File: src/rtl/cpu_seq_pkg.sv
// Shared encodings for the multi-cycle sequencer: FSM states, instruction classes, PC step.
// The classifier resolves decode-flag priority and legality in one place.
package cpu_seq_pkg;

    typedef enum logic [2:0] {
        IDLE   = 3'd0,
        FETCH  = 3'd1,
        DECODE = 3'd2,
        EXEC   = 3'd3,
        MEM    = 3'd4,
        WB     = 3'd5
    } state_t;

    typedef enum logic [2:0] {
        NOP     = 3'd0,
        JUMP    = 3'd1,
        LOAD    = 3'd2,
        STORE   = 3'd3,
        ALU     = 3'd4,
        IMM     = 3'd5,
        ILLEGAL = 3'd6
    } cls_t;

    localparam int unsigned PC_INC = 1;

    // An all-zero word is a NOP even if the decoder raises stray flags for it.
    function automatic cls_t classify(
        input logic       ld,
        input logic       st,
        input logic       jp,
        input logic       im,
        input logic [2:0] alu,
        input logic       zero
    );
        if (zero)                            return NOP;
        if ($countones({ld, st, jp, im}) > 1) return ILLEGAL;
        if (jp)                              return JUMP;
        if (ld)                              return LOAD;
        if (st)                              return STORE;
        if (im)                              return IMM;
        if (alu != 3'd0)                     return ALU;
        return ILLEGAL;
    endfunction

endpackage

File: src/rtl/cpu_sequencer_if.sv
// RAM request/handshake bundle between the sequencer (master) and the shared RAM port (slave).
// mem_ready completes whatever request is held that cycle; ir_load tells the IR to capture read data.
interface cpu_sequencer_if;
    logic mem_req;
    logic mem_we;
    logic mem_addr_sel;
    logic ir_load;
    logic mem_ready;

    modport master (
        output mem_req,
        output mem_we,
        output mem_addr_sel,
        output ir_load,
        input  mem_ready
    );

    modport slave (
        input  mem_req,
        input  mem_we,
        input  mem_addr_sel,
        input  ir_load,
        output mem_ready
    );
endinterface

File: src/rtl/cpu_sequencer_pc_unit.sv
// Program counter with next-PC adder: pc+1, or pc+1+sext(offset) for jumps, wrapping mod 2^PC_W.
// Updates only on the advance strobe; no backpressure of its own.
module pc_unit
    import cpu_seq_pkg::*;
#(
    parameter int unsigned     PC_W     = 32,
    parameter logic [PC_W-1:0] RESET_PC = '0
) (
    input  logic            clk,
    input  logic            rst,
    input  logic            advance,
    input  logic            jump,
    input  logic [15:0]     jump_offset,
    output logic [PC_W-1:0] pc
);

    logic [PC_W-1:0] off_ext;
    logic [PC_W-1:0] pc_next;

    always_comb begin
        off_ext = '0;
        if (jump) begin
            off_ext = PC_W'($signed(jump_offset));
        end
        pc_next = pc + PC_W'(PC_INC) + off_ext;
    end

    always_ff @(posedge clk) begin
        if (rst) begin
            pc <= RESET_PC;
        end else if (advance) begin
            pc <= pc_next;
        end
    end

endmodule

File: src/rtl/cpu_sequencer.sv
// Multi-cycle fetch/decode/exec/mem/wb controller sharing one RAM port; 2-4 cycles per instruction plus RAM waits.
// Stalls indefinitely in FETCH/MEM until mem_ready; run is sampled only at instruction boundaries.
module cpu_sequencer
    import cpu_seq_pkg::*;
#(
    parameter int unsigned     PC_W     = 32,
    parameter logic [PC_W-1:0] RESET_PC = '0,
    parameter int unsigned     CNT_W    = 32
) (
    input  logic                  clk,
    input  logic                  rst,
    input  logic                  run,
    input  logic                  dec_load,
    input  logic                  dec_store,
    input  logic                  dec_jump,
    input  logic                  dec_imm,
    input  logic [2:0]            dec_alu,
    input  logic                  instr_zero,
    input  logic [15:0]           jump_offset,
    cpu_sequencer_if.master       mem,
    output logic                  reg_we,
    output logic                  wb_sel,
    output logic [PC_W-1:0]       pc,
    output logic                  retired,
    output logic [CNT_W-1:0]      instr_count,
    output logic                  busy,
    output logic                  err,
    output logic [2:0]            state
);

    state_t          state_q;
    state_t          state_n;
    cls_t            dec_cls;
    cls_t            cls_q;
    logic            err_q;
    logic            pc_jump;
    logic [CNT_W-1:0] cnt_q;

    assign dec_cls = classify(dec_load, dec_store, dec_jump, dec_imm, dec_alu, instr_zero);

    always_ff @(posedge clk) begin
        if (rst) begin
            state_q <= IDLE;
        end else begin
            state_q <= state_n;
        end
    end

    always_comb begin
        state_n = state_q;
        case (state_q)
            IDLE:   if (run && !err_q) state_n = FETCH;
            FETCH:  if (mem.mem_ready) state_n = DECODE;
            DECODE: begin
                case (dec_cls)
                    NOP, JUMP:   state_n = run ? FETCH : IDLE;
                    LOAD, STORE: state_n = MEM;
                    ALU, IMM:    state_n = EXEC;
                    default:     state_n = IDLE;
                endcase
            end
            EXEC:   state_n = WB;
            MEM: begin
                if (mem.mem_ready) begin
                    if (cls_q == STORE) state_n = run ? FETCH : IDLE;
                    else                state_n = WB;
                end
            end
            WB:     state_n = run ? FETCH : IDLE;
            default: state_n = IDLE;
        endcase
    end

    always_comb begin
        mem.mem_req      = 1'b0;
        mem.mem_we       = 1'b0;
        mem.mem_addr_sel = 1'b0;
        mem.ir_load      = 1'b0;
        reg_we           = 1'b0;
        wb_sel           = 1'b0;
        retired          = 1'b0;
        pc_jump          = 1'b0;
        case (state_q)
            FETCH: begin
                mem.mem_req = 1'b1;
                mem.ir_load = mem.mem_ready;
            end
            DECODE: begin
                retired = (dec_cls == NOP) || (dec_cls == JUMP);
                pc_jump = (dec_cls == JUMP);
            end
            MEM: begin
                mem.mem_req      = 1'b1;
                mem.mem_addr_sel = 1'b1;
                mem.mem_we       = (cls_q == STORE);
                retired          = (cls_q == STORE) && mem.mem_ready;
            end
            WB: begin
                reg_we  = 1'b1;
                wb_sel  = (cls_q == LOAD);
                retired = 1'b1;
            end
            default: ;
        endcase
    end

    // Class is frozen at DECODE so decoder flags may wander during MEM/EXEC/WB.
    always_ff @(posedge clk) begin
        if (rst) begin
            cls_q <= NOP;
            err_q <= 1'b0;
            cnt_q <= '0;
        end else begin
            if (state_q == DECODE) begin
                cls_q <= dec_cls;
                if (dec_cls == ILLEGAL) err_q <= 1'b1;
            end
            if (retired) cnt_q <= cnt_q + CNT_W'(1);
        end
    end

    pc_unit #(
        .PC_W     (PC_W),
        .RESET_PC (RESET_PC)
    ) u_pc (
        .clk         (clk),
        .rst         (rst),
        .advance     (retired),
        .jump        (pc_jump),
        .jump_offset (jump_offset),
        .pc          (pc)
    );

    assign instr_count = cnt_q;
    assign err         = err_q;
    assign busy        = (state_q != IDLE);
    assign state       = state_q;

endmodule

File: src/flat_wrapper.sv
// flat-port wrapper written by rule: the top's interface ports become plain ports
module cpu_sequencer_flat import cpu_seq_pkg::*;
#(
    parameter int unsigned     PC_W     = 32,
    parameter logic [PC_W-1:0] RESET_PC = '0,
    parameter int unsigned     CNT_W    = 32
)
  (clk, rst, run, dec_load, dec_store, dec_jump, dec_imm, dec_alu, instr_zero, jump_offset, reg_we, wb_sel, pc, retired, instr_count, busy, err, state, mem_mem_req, mem_mem_we, mem_mem_addr_sel, mem_ir_load, mem_mem_ready);
  cpu_sequencer_if mem_i ();
  input  logic clk;
  input  logic rst;
  input  logic run;
  input  logic dec_load;
  input  logic dec_store;
  input  logic dec_jump;
  input  logic dec_imm;
  input  logic [2:0] dec_alu;
  input  logic instr_zero;
  input  logic [15:0] jump_offset;
  output logic reg_we;
  output logic wb_sel;
  output logic [PC_W-1:0] pc;
  output logic retired;
  output logic [CNT_W-1:0] instr_count;
  output logic busy;
  output logic err;
  output logic [2:0] state;
  output wire logic [$bits(mem_i.mem_req)-1:0] mem_mem_req;
  output wire logic [$bits(mem_i.mem_we)-1:0] mem_mem_we;
  output wire logic [$bits(mem_i.mem_addr_sel)-1:0] mem_mem_addr_sel;
  output wire logic [$bits(mem_i.ir_load)-1:0] mem_ir_load;
  input wire logic [$bits(mem_i.mem_ready)-1:0] mem_mem_ready;
  assign mem_mem_req = mem_i.mem_req;
  assign mem_mem_we = mem_i.mem_we;
  assign mem_mem_addr_sel = mem_i.mem_addr_sel;
  assign mem_ir_load = mem_i.ir_load;
  assign mem_i.mem_ready = mem_mem_ready;
  cpu_sequencer #(.PC_W(PC_W), .RESET_PC(RESET_PC), .CNT_W(CNT_W)) u_core (.clk(clk), .rst(rst), .run(run), .dec_load(dec_load), .dec_store(dec_store), .dec_jump(dec_jump), .dec_imm(dec_imm), .dec_alu(dec_alu), .instr_zero(instr_zero), .jump_offset(jump_offset), .mem(mem_i), .reg_we(reg_we), .wb_sel(wb_sel), .pc(pc), .retired(retired), .instr_count(instr_count), .busy(busy), .err(err), .state(state));
endmodule
File: config.mk
export PLATFORM = sky130hd
export DESIGN_NAME = cpu_sequencer_flat
export DESIGN_NICKNAME = d
export VERILOG_FILES = /design/src/rtl/cpu_seq_pkg.sv /design/src/rtl/cpu_sequencer_if.sv /design/src/rtl/cpu_sequencer_pc_unit.sv /design/src/rtl/cpu_sequencer.sv /design/src/flat_wrapper.sv
export SDC_FILE = /design/constraint.sdc
export NUM_CORES = 1
export LEC_CHECK = 0
export ABC_AREA = 1
export CORE_MARGIN = 5
export CORE_UTILIZATION = 57
export DETAILED_ROUTE_END_ITERATION = 10
export PLACE_DENSITY_LB_ADDON = 0.05
export SYNTH_ARGS = -nofsm -noshare
export SYNTH_HDL_FRONTEND = slang
export SYNTH_SLANG_ARGS = --single-unit
File: constraint.sdc
create_clock -name clk -period 11.59 [get_ports clk]
set_input_delay 2.318 -clock clk [delete_from_list [all_inputs] [get_ports clk]]
set_output_delay 2.318 -clock clk [all_outputs]
set_load 0.05 [all_outputs]
==> flow_summary_export.csv, run 1 <==
group,metric,value,unit
sta,rsz0062_at_grt,"no",
die,dieArea,11000,um^2
sta,slew_headroom,42.8,%
drt,routed-via-count,5508,
logic_synthesis,synth_compound_area_share,17.4,%
min_path,hp-class,"flop to flop",
logic_synthesis,yosys.area_share.simple,34.7,%
drt,post_drt_wl_per_cell,13.7,um
logic_synthesis,syn-num-nets,858,
worst_setup_path,crit_path_end_kind,"output pin",
logic_synthesis,synth_xor_area_share,3.59,%
power,ir_worst_vdd,0.0561,mV
logic_synthesis,yosys_warnings,0,
logic_synthesis,synth_edf_count,0,
place,place.gp.congestion,0.911,
worst_setup_path,cp.arrival,5.98,ns
sta,worst_slew_pin_slew,0.856,ns
worst_setup_path,cp-start-kind,"input port",
place,io_buffers,103,
worst_setup_path,worst_path_most_repeated_cell,"nand2_1",
die,die_h,105,um
worst_setup_path,path_cells,"clkdlybuf4s50_1, inv_1, ha_1, nand2_1, inv_1, fa_1, nor2_1, nand2_1, o21bai_1, nand2_1, nand2_2, buf_4, clkdlybuf4s50_1",
worst_setup_path,worst-setup-path-type,"input port to output pin",
power,power_density,95.5,nW/um^2
die,initial_utilization,58.5,%
cts,h-tree-depth,3,
place,place_inst,1004,
drt,viasPerCell,5.40,
sta,hold_viol,0,
sta,holdWs,0.485,ns
place,hpwlAfterDp,10600,um
sta,slew_viol_final,0,
logic_synthesis,syn_inst,809,
logic_synthesis,synthMuxAreaShare,0,%
worst_setup_path,cp_num_buf_inv,5,
die,die_w,105,um
sta,fmaxAchievable,0.121,GHz
logic_synthesis,synth_ff_type,"dfxtp_1",
final_layout,final_nets,956,
logic_synthesis,synth_seq_cells,71,
logic_synthesis,synthAdderAreaFrac,5.42,%
worst_setup_path,required,9.27,ns
run_status,status,"finished clean",
grt,grt_max_degree,63,
grt,grt-ovfl-total,0,
grt,track_usage,25.0,%
die,ios,104,
grt,antenna_found_initial,0,
cts,cts_resized,0,
job,cap_violations,0,
drt,routed_wl,14000,um
logic_synthesis,synth_top_family_by_area,"simple AND/OR/NAND/NOR gates",
grt,grt_pass1_vias,5361,
logic_synthesis,ys_types,43,
cts,cts_tree,"done",
cts,cts_root_buf,"clkbuf_8",
drt,detail-route-antenna-nets,0,
logic_synthesis,async_flop_share,0,%
cts,clock_latency,0.35,ns
logic_synthesis,seq_area_frac_synth,27.7,%
worst_setup_path,max_stage_delay,0.92,ns
cts,cts.sinks,71,
final_layout,fin_area,6380,um^2
cts,post_cts_buffers,0,
die,rows,34,
worst_setup_path,crit_path_max_fanout,62,
die,coreArea,8760,um^2
cts,cts_buffers,9,
sta,setup-tns-final,0,ns
worst_setup_path,critPathSlowestCell,"clkdlybuf4s50_1",
power,leakage,2.81,nW
final_layout,syn_to_final_growth,24.4,%
cts,clockBufferDepth,2,
cts,hold_buffers,0,
logic_synthesis,postSynthAreaPerCell,6.34,um^2
final_layout,drive_above_1_share,5.92,%
final_layout,final_cells,1020,
sta,setup_viol,0,
drt,drc,0,
drt,drt_iter0_markers,249,
sta,layout_min_cycle_time,8.30,ns
sta,fin_skew,0.0144,ns
final_layout,num_antenna_cells,0,
worst_setup_path,critPathTopFamily,"buffers and inverters",
cts,clk_pin_slew,0.08,ns
grt,grt_pass1_wl,23600,um
logic_synthesis,netlist_area,5130,um^2
sta,post-route-period-util,71.6,%
drt,drt_pass1_iterations,5,
final_layout,fin_util,72.8,%
place,placed_cell_area,6220,um^2
[metal layers]
layer / GRT usage, % / wire (um)
met2: 44.7 / 6870
met1: 29.7 / 5940
met3: 4.07 / 855
met4: 9.77 / 315
met5: 0 / 0
[synth_stat cells, types with 15 or more instances]
master / instances / area share, %
nor3_1: 15 / 1.5
a21oi_1: 66 / 6.4
inv_1: 126 / 9.2
nand2_2: 17 / 2.1
nand2_1: 189 / 14
nor2_1: 89 / 6.5
xnor2_1: 18 / 3.1
nand3_1: 34 / 3.3
o21ai_0: 58 / 5.7
ha_1: 19 / 4.6
dfxtp_1: 71 / 28
[registers in the layout, summed over array words and instances, names as in the netlist]
signal,flops
u_core.instr_count,32
u_core.u_pc.pc,32
u_core.cls_q,3
u_core.state,3
u_core.err,1
[cell type report]
cell class                 instances  area [um^2]
fill                             767         2380
clock inverter                     6         37.5
sequential                        71         1420
tap                              108          135
multi-input combinational        592         3130
timing repair buffer             105         1050
inverter                         128          480
clock buffer                      10          128
[cell usage in the layout (no fill, tap or decap), types with 4 or more instances in the layout]
master / synthesis / final
nand2_1: 189 / 189
inv_1: 126 / 126
clkdlybuf4s50_1: 0 / 103
nor2_1: 89 / 89
dfxtp_1: 71 / 71
a21oi_1: 66 / 66
o21ai_0: 58 / 58
nand3_1: 34 / 34
ha_1: 19 / 19
xnor2_1: 18 / 18
nand2_2: 17 / 17
nor3_1: 15 / 15
nand4_1: 12 / 12
o41ai_1: 12 / 12
clkbuf_8: 0 / 9
o21bai_1: 8 / 8
nor2_2: 6 / 6
nor4_1: 5 / 5
nand3b_1: 5 / 5
o211ai_1: 4 / 4
and3_1: 4 / 4
clkinv_2: 0 / 4
[cell families (layout without fill, tap and decap cells)]
| kind of cell | Yosys count | in the layout |
|---|---|---|
| xor gates and xnor gates | 21 | 21 |
| AOI/OAI and AO/OA | 159 | 159 |
| and+or+nand+nor | 391 | 391 |
| buffers and inverters | 146 | 249 |
| adders and majority gates | 21 | 21 |
| DFF | 71 | 71 |
[path summary, 6_finish.rpt]
kind / from / endpoint / slack [ns] / cells after the start
worst max register to register: u_core.state[1] / u_core.u_pc.pc[22] / 7.56 / 22
worst max-delay path: dec_load / retired / 3.29 / 13
worst min-delay path: u_core.err / u_core.err / 0.48 / 2
worst min register to register: u_core.err / u_core.err / 0.48 / 2
[through the flow]
| stage | setup WS (ns) | power [mW] |
|---|---|---|
| final | 3.29 | 0.609 |
| after CTS | 3.30 | 0.613 |
| after global placement | 3.49 | 0.432 |
| after floorplan | 4.54 | 0.384 |
| after global routing | 3.06 | 0.635 |
| after detailed placement | 3.34 | 0.437 |
[report_power, final]
| group | switching [mW] | internal, mW | total [mW] |
|---|---|---|---|
| Clock | 0.101 | 0.0770 | 0.178 |
| Combinational | 0.107 | 0.0550 | 0.162 |
| Sequential | 0.0153 | 0.255 | 0.270 |
| Total | 0.222 | 0.387 | 0.609 |
[worst reg2reg max path, stage by stage, from the launching register on]
cell	delay (ns)
dfxtp_1	0.40
inv_2	0.07
nor3_4	0.30
nand2_4	0.12
nor2_8	0.19
nand3_4	0.23
nor2_1	0.25
fa_1	0.24
nand3_1	0.08
nand2_1	0.11
nand2_1	0.06
nand2_1	0.06
a21oi_1	0.08
o21ai_0	0.46
a21oi_1	0.25
o21ai_0	0.46
nand2_1	0.10
nand2_1	0.12
nand2_1	0.06
nand2_1	0.08
nor2_1	0.05
o21bai_1	0.13
inv_1	0.04
No activity file was read; power rests on OpenSTA's default activity.
==> inputs of run 2 (changes only) <==
CORE_UTILIZATION = 48   (was 57)
clock period = 6.84 ns   (was 11.59 ns; I/O delays follow)
==> flow_summary_export.csv, run 2 (synthesis results as in run 1) <==
group,metric,value,unit
final_layout,filler_cell_count,999,
die,rows,37,
final_layout,fin_area,6450,um^2
drt,drt-met1-wl,6250,um
power,leakage,2.81,nW
sta,fmaxAchievable,0.173,GHz
drt,drt_pass1_iterations,5,
cts,cts_tree,"done",
cts,post_cts_buffers,0,
cts,clock_latency,0.35,ns
cts,cts_root_buf,"clkbuf_8",
worst_setup_path,rr_worst_depth,24,
final_layout,final_nets,957,
final_layout,syn_to_final_growth,25.8,%
drt,drt_iter0_markers,322,
final_layout,final_cells,1049,
sta,slew_viol_final,0,
power,pwr-share-seq,43.0,%
place,place_ws,0.771,ns
worst_setup_path,rrSetupSlack,3.02,ns
final_layout,num_antenna_cells,0,
final_layout,fin_util,62.2,%
sta,layout_min_cycle_time,5.79,ns
worst_setup_path,crit_start,"dec_load",
worst_setup_path,cp-start-kind,"input port",
drt,top_layer,"met4",
place,io_buffers,103,
grt,track_usage,21.7,%
sta,setup_viol,0,
final_layout,drive_above_1_share,5.91,%
min_path,hp-class,"flop to flop",
die,dieArea,12900,um^2
power,combPwrFrac,25.8,%
job,cap_violations,0,
die,die_h,113,um
cts,hold_buffers,0,
place,hpwlAfterDp,10900,um
worst_setup_path,r2r_start,"u_core.state[1]",
power,finalPower,1.06,mW
power,sw_frac_of_total,34.7,%
grt,antenna_found_initial,0,
place,place_inst,1033,
worst_setup_path,crit_end,"retired",
sta,worst_slew_pin_slew,0.872,ns
die,coreArea,10400,um^2
min_path,hold_depth,2,
place,place.gp.congestion,0.909,
place,placed_cell_area,6260,um^2
sta,slew_headroom,41.7,%
final_layout,final_cell_mix,"nand2_1, inv_1, clkdlybuf4s50_1",
worst_setup_path,required,5.47,ns
grt,grt-ovfl-total,0,
run_status,status,"finished clean",
drt,detail-route-antenna-nets,0,
die,ios,104,
die,die_w,113,um
drt,post_drt_wl_per_cell,13.5,um
sta,hold_viol,0,
worst_setup_path,worst-setup-path-type,"input port to output pin",
sta,setup-tns-final,0,ns
cts,cts_buffers,9,
drt,viasPerCell,5.20,
drt,routed-via-count,5456,
worst_setup_path,cp.arrival,4.42,ns
grt,grt_pass1_vias,5138,
worst_setup_path,crit_path_end_kind,"output pin",
drt,met3_length,646,um
sta,holdWs,0.473,ns
sta,fin_ws,1.05,ns
sta,fin_skew,0.00932,ns
sta,rsz0062_at_grt,"no",
power,clkPwrFrac,31.2,%
cts,cts_resized,0,
cts,cts.sinks,71,
power,power_density,165,nW/um^2
grt,grt_max_degree,62,
power,intPower,694,uW
drt,drc,0,
cts,h-tree-depth,3,
worst_setup_path,crit_path_max_fanout,4,
final_layout,layout_commonest_cell,"nand2_1",
worst_setup_path,r2r_end,"u_core.u_pc.pc[22]",
min_path,holdCritStartpoint,"u_core.err",
cts,clk_pin_slew,0.08,ns
grt,grt_pass1_wl,23400,um
die,initial_utilization,49.5,%
power,switching_power,369,uW
cts,clockBufferDepth,2,
drt,wl_met2,7040,um
power,ir_worst_vdd,0.130,mV
drt,routed_wl,14100,um
sta,post-route-period-util,84.6,%
[run 2: cell types whose count changed in the layout (fill, tap and decap cells not counted), sizes merged]
cell,before,now
inv,128,127
clkinvlp,0,2
clkinv,6,3
bufinv,0,1
buf,2,3
clkbuf,10,11
[run 2: power groups by stage]
stage | clock, mW | sequential [mW] | combinational (mW)
after floorplan | 0 | 0.521 | 0.129
after global placement | 0 | 0.466 | 0.271
after detailed placement | 0 | 0.466 | 0.275
after CTS | 0.343 | 0.457 | 0.276
after global routing | 0.364 | 0.461 | 0.296
final | 0.332 | 0.457 | 0.275
[run 2: cell type report]
type	instances	area (um^2)	area share (%)
Clock buffer	11	131	2.04
Clock inverter	5	58.8	0.912
Inverter	128	480	7.45
Multi-Input combinational cell	592	3130	48.6
Sequential cell	71	1420	22.0
Tap cell	136	170	2.64
Timing Repair Buffer	106	1050	16.3
[run 2: per-layer routing]
metal / GRT usage (%) / vias to the layer above
li1: - / 2825
met1: 27.0 / 2487
met2: 38.6 / 131
met3: 3.37 / 13
met4: 6.17 / 0
met5: 0 / -
[run 2: worst min-delay path by stage]
stage	endpoint	slack (ns)
floorplan	u_core.cls_q[0]	0.46
global placement	u_core.err	0.47
detailed placement	u_core.err	0.46
CTS	u_core.err	0.47
global route	u_core.err	0.51
finish	u_core.err	0.47
[run 2: worst max-delay path, cell delays in order]
cell and delay [ns]:
clkdlybuf4s50_1 0.51, inv_1 0.07, ha_1 0.29, nand2_1 0.07
inv_1 0.04, fa_1 0.43, nor2_1 0.19, nand2_1 0.12
o21bai_1 0.28, nand2_1 0.12, nand2_2 0.11, clkdlybuf4s50_1 0.81
